===== src/rtl/round_pkg.sv =====
// rtl/round_pkg.sv - shared state encoding and display constants for the round controller
package round_pkg;

  typedef enum logic [1:0] {
    IDLE   = 2'd0,
    PLAY   = 2'd1,
    RESULT = 2'd2,
    OVER   = 2'd3
  } round_state_t;

  localparam logic [4:0] MAX_PROGRESS = 5'd10;
  localparam logic [9:0] BLINK_A      = 10'h2AA;
  localparam logic [9:0] BLINK_B      = 10'h155;

endpackage


===== src/rtl/progress_bar_encode.sv =====
// rtl/progress_bar_encode.sv - clamped 5-bit progress to 10-bit thermometer bar
module progress_bar_encode
  import round_pkg::*;
(
  input  logic [4:0] progress,
  output logic [9:0] bar
);

  logic [4:0] level;

  always_comb begin
    level = (progress > MAX_PROGRESS) ? MAX_PROGRESS : progress;
    bar   = '0;
    for (int i = 0; i < 10; i++) begin
      bar[i] = (5'(i) < level);
    end
  end

endmodule


===== src/rtl/round_timer_ctrl.sv =====
// rtl/round_timer_ctrl.sv - round FSM: LED bar, warning blink, timeout, lives and score
module round_timer_ctrl
  import round_pkg::*;
#(
  parameter int LIVES   = 3,
  parameter int HOLD    = 2,
  parameter int WARN    = 3,
  parameter int SCORE_W = 8
) (
  input  logic               secclk,
  input  logic               resetn,
  input  logic [4:0]         progress,
  input  logic               start,
  input  logic               answer_correct,
  input  logic               answer_wrong,
  output logic [9:0]         ledbar,
  output logic               warn,
  output logic               new_round,
  output logic               timeout,
  output logic [2:0]         lives,
  output logic [SCORE_W-1:0] score,
  output logic               game_over
);

  localparam int              HOLD_W    = (HOLD > 1) ? $clog2(HOLD) : 1;
  localparam logic [HOLD_W-1:0] HOLD_LAST = HOLD_W'(HOLD - 1);

  round_state_t      state;
  logic [HOLD_W-1:0] hold_cnt;
  logic              armed;
  logic              last_win;
  logic [9:0]        thermo;
  logic              warn_zone;
  logic              expired;
  logic              round_end;

  progress_bar_encode u_encode (
    .progress (progress),
    .bar      (thermo)
  );

  assign warn_zone = (progress != 5'd0) && (progress <= 5'(WARN));
  // armed masks the stale zero the countdown still shows during its reload
  assign expired   = armed && (progress == 5'd0);
  assign round_end = answer_correct || answer_wrong || expired;

  always_ff @(posedge secclk or negedge resetn) begin
    if (!resetn) begin
      state     <= IDLE;
      hold_cnt  <= '0;
      armed     <= 1'b0;
      last_win  <= 1'b0;
      ledbar    <= '0;
      warn      <= 1'b0;
      new_round <= 1'b0;
      timeout   <= 1'b0;
      lives     <= 3'(LIVES);
      score     <= '0;
      game_over <= 1'b0;
    end else begin
      new_round <= 1'b0;
      timeout   <= 1'b0;
      case (state)
        IDLE: begin
          if (start) begin
            state     <= PLAY;
            new_round <= 1'b1;
            armed     <= 1'b0;
          end
        end
        PLAY: begin
          if (progress != 5'd0) armed <= 1'b1;
          if (round_end) begin
            state    <= RESULT;
            hold_cnt <= '0;
            warn     <= 1'b0;
            last_win <= answer_correct;
            ledbar   <= answer_correct ? '1 : '0;
            timeout  <= !answer_correct && !answer_wrong;
            if (answer_correct) begin
              if (score != '1) score <= score + SCORE_W'(1);
            end else if (lives != 3'd0) begin
              lives <= lives - 3'd1;
            end
          end else begin
            ledbar <= thermo;
            warn   <= warn_zone ? !warn : 1'b0;
          end
        end
        RESULT: begin
          ledbar <= last_win ? '1 : '0;
          if (hold_cnt == HOLD_LAST) begin
            if (lives == 3'd0) begin
              state     <= OVER;
              game_over <= 1'b1;
              ledbar    <= BLINK_A;
            end else begin
              state     <= PLAY;
              new_round <= 1'b1;
              armed     <= 1'b0;
              ledbar    <= '0;
            end
          end else begin
            hold_cnt <= hold_cnt + HOLD_W'(1);
          end
        end
        OVER: begin
          if (start) begin
            state     <= PLAY;
            lives     <= 3'(LIVES);
            score     <= '0;
            game_over <= 1'b0;
            new_round <= 1'b1;
            armed     <= 1'b0;
            ledbar    <= '0;
          end else begin
            ledbar <= (ledbar == BLINK_A) ? BLINK_B : BLINK_A;
          end
        end
        default: state <= IDLE;
      endcase
    end
  end

endmodule


===== config.mk =====
export PLATFORM = sky130hd
export DESIGN_NAME = round_timer_ctrl
export DESIGN_NICKNAME = d
export VERILOG_FILES = /design/src/rtl/round_pkg.sv /design/src/rtl/progress_bar_encode.sv /design/src/rtl/round_timer_ctrl.sv
export SDC_FILE = /design/constraint.sdc
export NUM_CORES = 1
export LEC_CHECK = 0
export ABC_AREA = 1
export CAP_MARGIN = 20
export CORE_ASPECT_RATIO = 1.25
export CORE_MARGIN = 5
export CORE_UTILIZATION = 52
export DETAILED_ROUTE_END_ITERATION = 12
export PLACE_DENSITY = 0.79
export RECOVER_POWER = 25
export SLEW_MARGIN = 20
export SYNTH_ARGS = -nofsm -noshare
export SYNTH_HDL_FRONTEND = slang
export SYNTH_HIERARCHICAL = 1
export SYNTH_SLANG_ARGS = --single-unit

===== constraint.sdc =====
create_clock -name secclk -period 1.77 [get_ports secclk]
set_clock_uncertainty 0.1 [all_clocks]
set_input_delay 0.354 -clock secclk [delete_from_list [all_inputs] [get_ports secclk]]
set_output_delay 0.354 -clock secclk [all_outputs]
set_load 0.01 [all_outputs]

==> summary.txt <==
Outcome
  – Status: finished clean

Logic synthesis
  – EDFF count, synth: 0
  – Post-synth top area share: 36.3%
  – Leading area contributor after synthesis: dfrtp_1
  – Seq/Total Area, Yosys: 39.1%
  – Ys async rst share: 100%
  – Synth top area cells: dfrtp_1 (36%), nand2_1 (15%), nor2_1 (6.2%), nand3_1 (5.7%), a21oi_1 (4.9%)
  – Post-Syn Instances: 266
  – Largest family of logic cells by synthesized area: simple AND/OR/NAND/NOR gates
  – Syn Nets: 283
  – Synth Flop Type: dfrtp_1
  – Synth Area in Adders: 4.54%
  – Simple-Gate Fraction of Synth Area: 35.5%
  – Syn_area_per_cell: 7.25 um^2
  – Mapped Area: 1930 um^2
  – Count leader, synth: nand2_1
  – Post-synthesis compound-gate area fraction: 11.6%
  – Xor/xnor cell area share of the yosys netlist: 0.454%
  – Synth Register Bits: 30
  – Synthesis Warnings: 6
  – Yosys cell types: 33
  – Most frequent cells after synthesis: nand2_1 (75), nor2_1 (32), dfrtp_1 (28), inv_1 (25), nand3_1 (22)
  – Post-synthesis mux area share: 0%

Power
  – Psw: 1.78 mW
  – Combinational share of power: 56.6%
  – Max VDD drop: 1010 uV
  – Sw Ratio: 43.2%
  – Internal Dissipation: 2.34 mW
  – Sequential share of power: 29.5%
  – Clock power frac: 13.9%
  – Leakage Power: 1.22 nW
  – Power density over the cells: 1630 nW/um^2

Die
  – Total die area: 5030 um^2
  – Die H: 78.1 um
  – CORE AREA: 3540 um^2
  – # IOs: 35
  – Starting Density: 54.4%
  – # rows: 24
  – Die Span X: 64.5 um

Worst setup path
  – Worst stage delay on the critical path: 570 ps
  – Setup crit start: score[0]$_DFFE_PN0P_
  – Slowest cell on the critical path: clkdlybuf4s50_1
  – Crit path depth: 1
  – RR Startpoint: state[0]$_DFFE_PN0P_
  – Worst path bufs/invs: 1
  – R2r endpoint: score[0]$_DFFE_PN0P_
  – Worst Path Required: 1320 ps
  – Cell family with most CP delay: buffers and inverters
  – Kind of end point of the critical path: output port
  – Critical Path Source Type: flop
  – CP Capture Point: score[0]
  – R2r setup slk: 130 ps
  – Crit Path Category: flop to output port
  – CP cell instances: clkdlybuf4s50_1
  – FF-to-FF path depth: 10
  – Crit path DAT: 1270 ps
  – Crit path max fanout: 5

Timing
  – Slew Viols, Final: 0
  – Fin crit share: 97.3%
  – Final Hold Vio Count: 0
  – RSZ-0062 raised after global routing: no
  – Tmin final: 1720 ps
  – Final setup viols: 0
  – FMAX: 581 MHz
  – Post-Route Setup TNS: 0 ps
  – Relative slew slack: 49.4%
  – Worst-Margin Slew: 759 ps

Worst hold path
  – HP Class: flop to flop
  – Hold Path Origin: lives[0]$_DFFE_PN1P_

GRT
  – All-Layer GR Usage: 19.9%
  – Antenna violations before repair: 0
  – Largest net degree at the start of global routing: 31
  – Vias in the first global route: 1,839
  – Global-route wire length before repair: 7.91 mm
  – Grt total ovfl: 0

Clock network
  – Clk Latency, worst-skew pair: 280 ps
  – TritonCTS Buffers: 5
  – CTS tree: built
  – CTS root buffer: clkbuf_8
  – Worst-path clk slew: 60 ps
  – CTS Sinks: 30
  – CTS H-tree lvls: 2
  – Deepest clock path buffer count: 2
  – # hold bufs at CTS: 0
  – Post-CTS Setup Inserts: 0

Drt
  – Via count: 1,874
  – Detail Route Antenna Nets: 0
  – First DRT Iteration DRCs: 109
  – DRT Wirelength: 4.52 mm
  – DRC Markers: 0
  – Avg WL per Cell: 12.5 um
  – DRT Pass-1 Iters: 4
  – Via density: 5.18

Layout
  – Fillers: 293
  – Diode count: 0
  – Share of cells above drive strength 1: 17.6%
  – Nets: 339
  – Post-Layout Inst Area: 2520 um^2
  – Area Growth Syn to Fin: 31.0%

Placed design
  – IO Port Bufs: 34
  – DP HPWL: 3.47 mm
  – DP Area: 2440 um^2
  – Gpl congestion: 0.878

Job
  – Total of max-cap violations: 0
[kinds of logic after synthesis]
group,after synthesis
DFF,30
adders and majority gates,7
AOI/OAI and AO/OA,38
and+or+nand+nor,152
xor gates and xnor gates,1
buffers and inverters,38
[power groups by stage]
stage | Sequential (mW) | Clock [mW] | Combinational [mW]
CTS | 1.21 | 0.584 | 2.34
floorplan | 1.29 | 0 | 1.34
detailed placement | 1.22 | 0 | 2.34
global placement | 1.21 | 0 | 2.28
finish | 1.21 | 0.572 | 2.33
global route | 1.26 | 0.633 | 2.60
[worst min path at each step]
| stage | slack (ps) | cells after the start | to |
|---|---|---|---|
| 5_1_grt | 450 | 2 | armed$_DFFE_PN0P_ |
| 2_1_floorplan | -40 | 0 | armed$_DFFE_PN0P_ |
| 3_3_place_gp | 390 | 2 | lives[1]$_DFFE_PN1P_ |
| 4_1_cts | 340 | 2 | ledbar[0]$_DFFE_PN0P_ |
| 6_report | 400 | 2 | lives[0]$_DFFE_PN1P_ |
| 3_5_place_dp | 400 | 2 | lives[1]$_DFFE_PN1P_ |
[layout make-up]
cell class | instances | area (um^2) | share of cell area [%]
multi-input combinational | 198 | 1010 | 40.1
sequential | 30 | 757 | 30.0
timing repair buffer | 54 | 485 | 19.2
clock buffer | 7 | 86.3 | 3.42
inverter | 33 | 130 | 5.15
clock inverter | 1 | 5.00 | 0.198
tap | 39 | 48.8 | 1.93
[registers in the layout (all words and copies together) (netlist names), 2 cells and up]
register / flops
state: 2
ledbar: 10
score: 8
lives: 3
[per-stage QoR]
stage	setup slack [ps]	utilization (%)	hold slack, ps	cells	power (mW)
after CTS	15.9	71.4	336	362	4.14
after detailed placement	-62.3	68.9	399	354	3.56
after floorplan	126	-	-41.6	266	2.63
after global routing	1.51	71.3	448	362	4.49
final	48.3	71.3	404	362	4.12
after global placement	-31.1	68.9	385	354	3.49
[per-layer routing]
metal	vias up	GRT usage [%]	share of wire (%)
li1	961	-	-
met1	861	22.7	42
met2	46	36.2	52
met3	6	5.14	4.5
met4	0	5.71	1.4
met5	-	0	0
[placed cells by master (no fill, tap or decap), types with 2 or more instances in the layout]
master	netlist	layout
nor2_1	32	32
buf_4	1	19
o21ai_0	13	13
clkdlybuf4s50_1	0	31
nand3_1	22	22
dfrtp_2	0	3
ha_1	7	6
inv_1	25	25
dlygate4sd2_1	0	2
clkbuf_8	0	6
nand2_2	3	3
dfrtp_1	28	25
nand4_2	2	2
nor3_1	2	2
nor2_4	2	3
nand4_1	4	4
clkinv_1	2	2
nand2_1	75	75
nor2_2	6	5
a31oi_1	2	2
dfstp_2	2	2
clkinv_2	1	2
a21oi_1	19	19
inv_2	4	4
[timing repair]
action	4_1_cts	5_1_grt
pin swaps	0	0
hold endpoints to repair	0	0
setup endpoints to repair	4	17
gates resized for setup	4	3
Note: power is estimated with default switching activity, not from simulation.
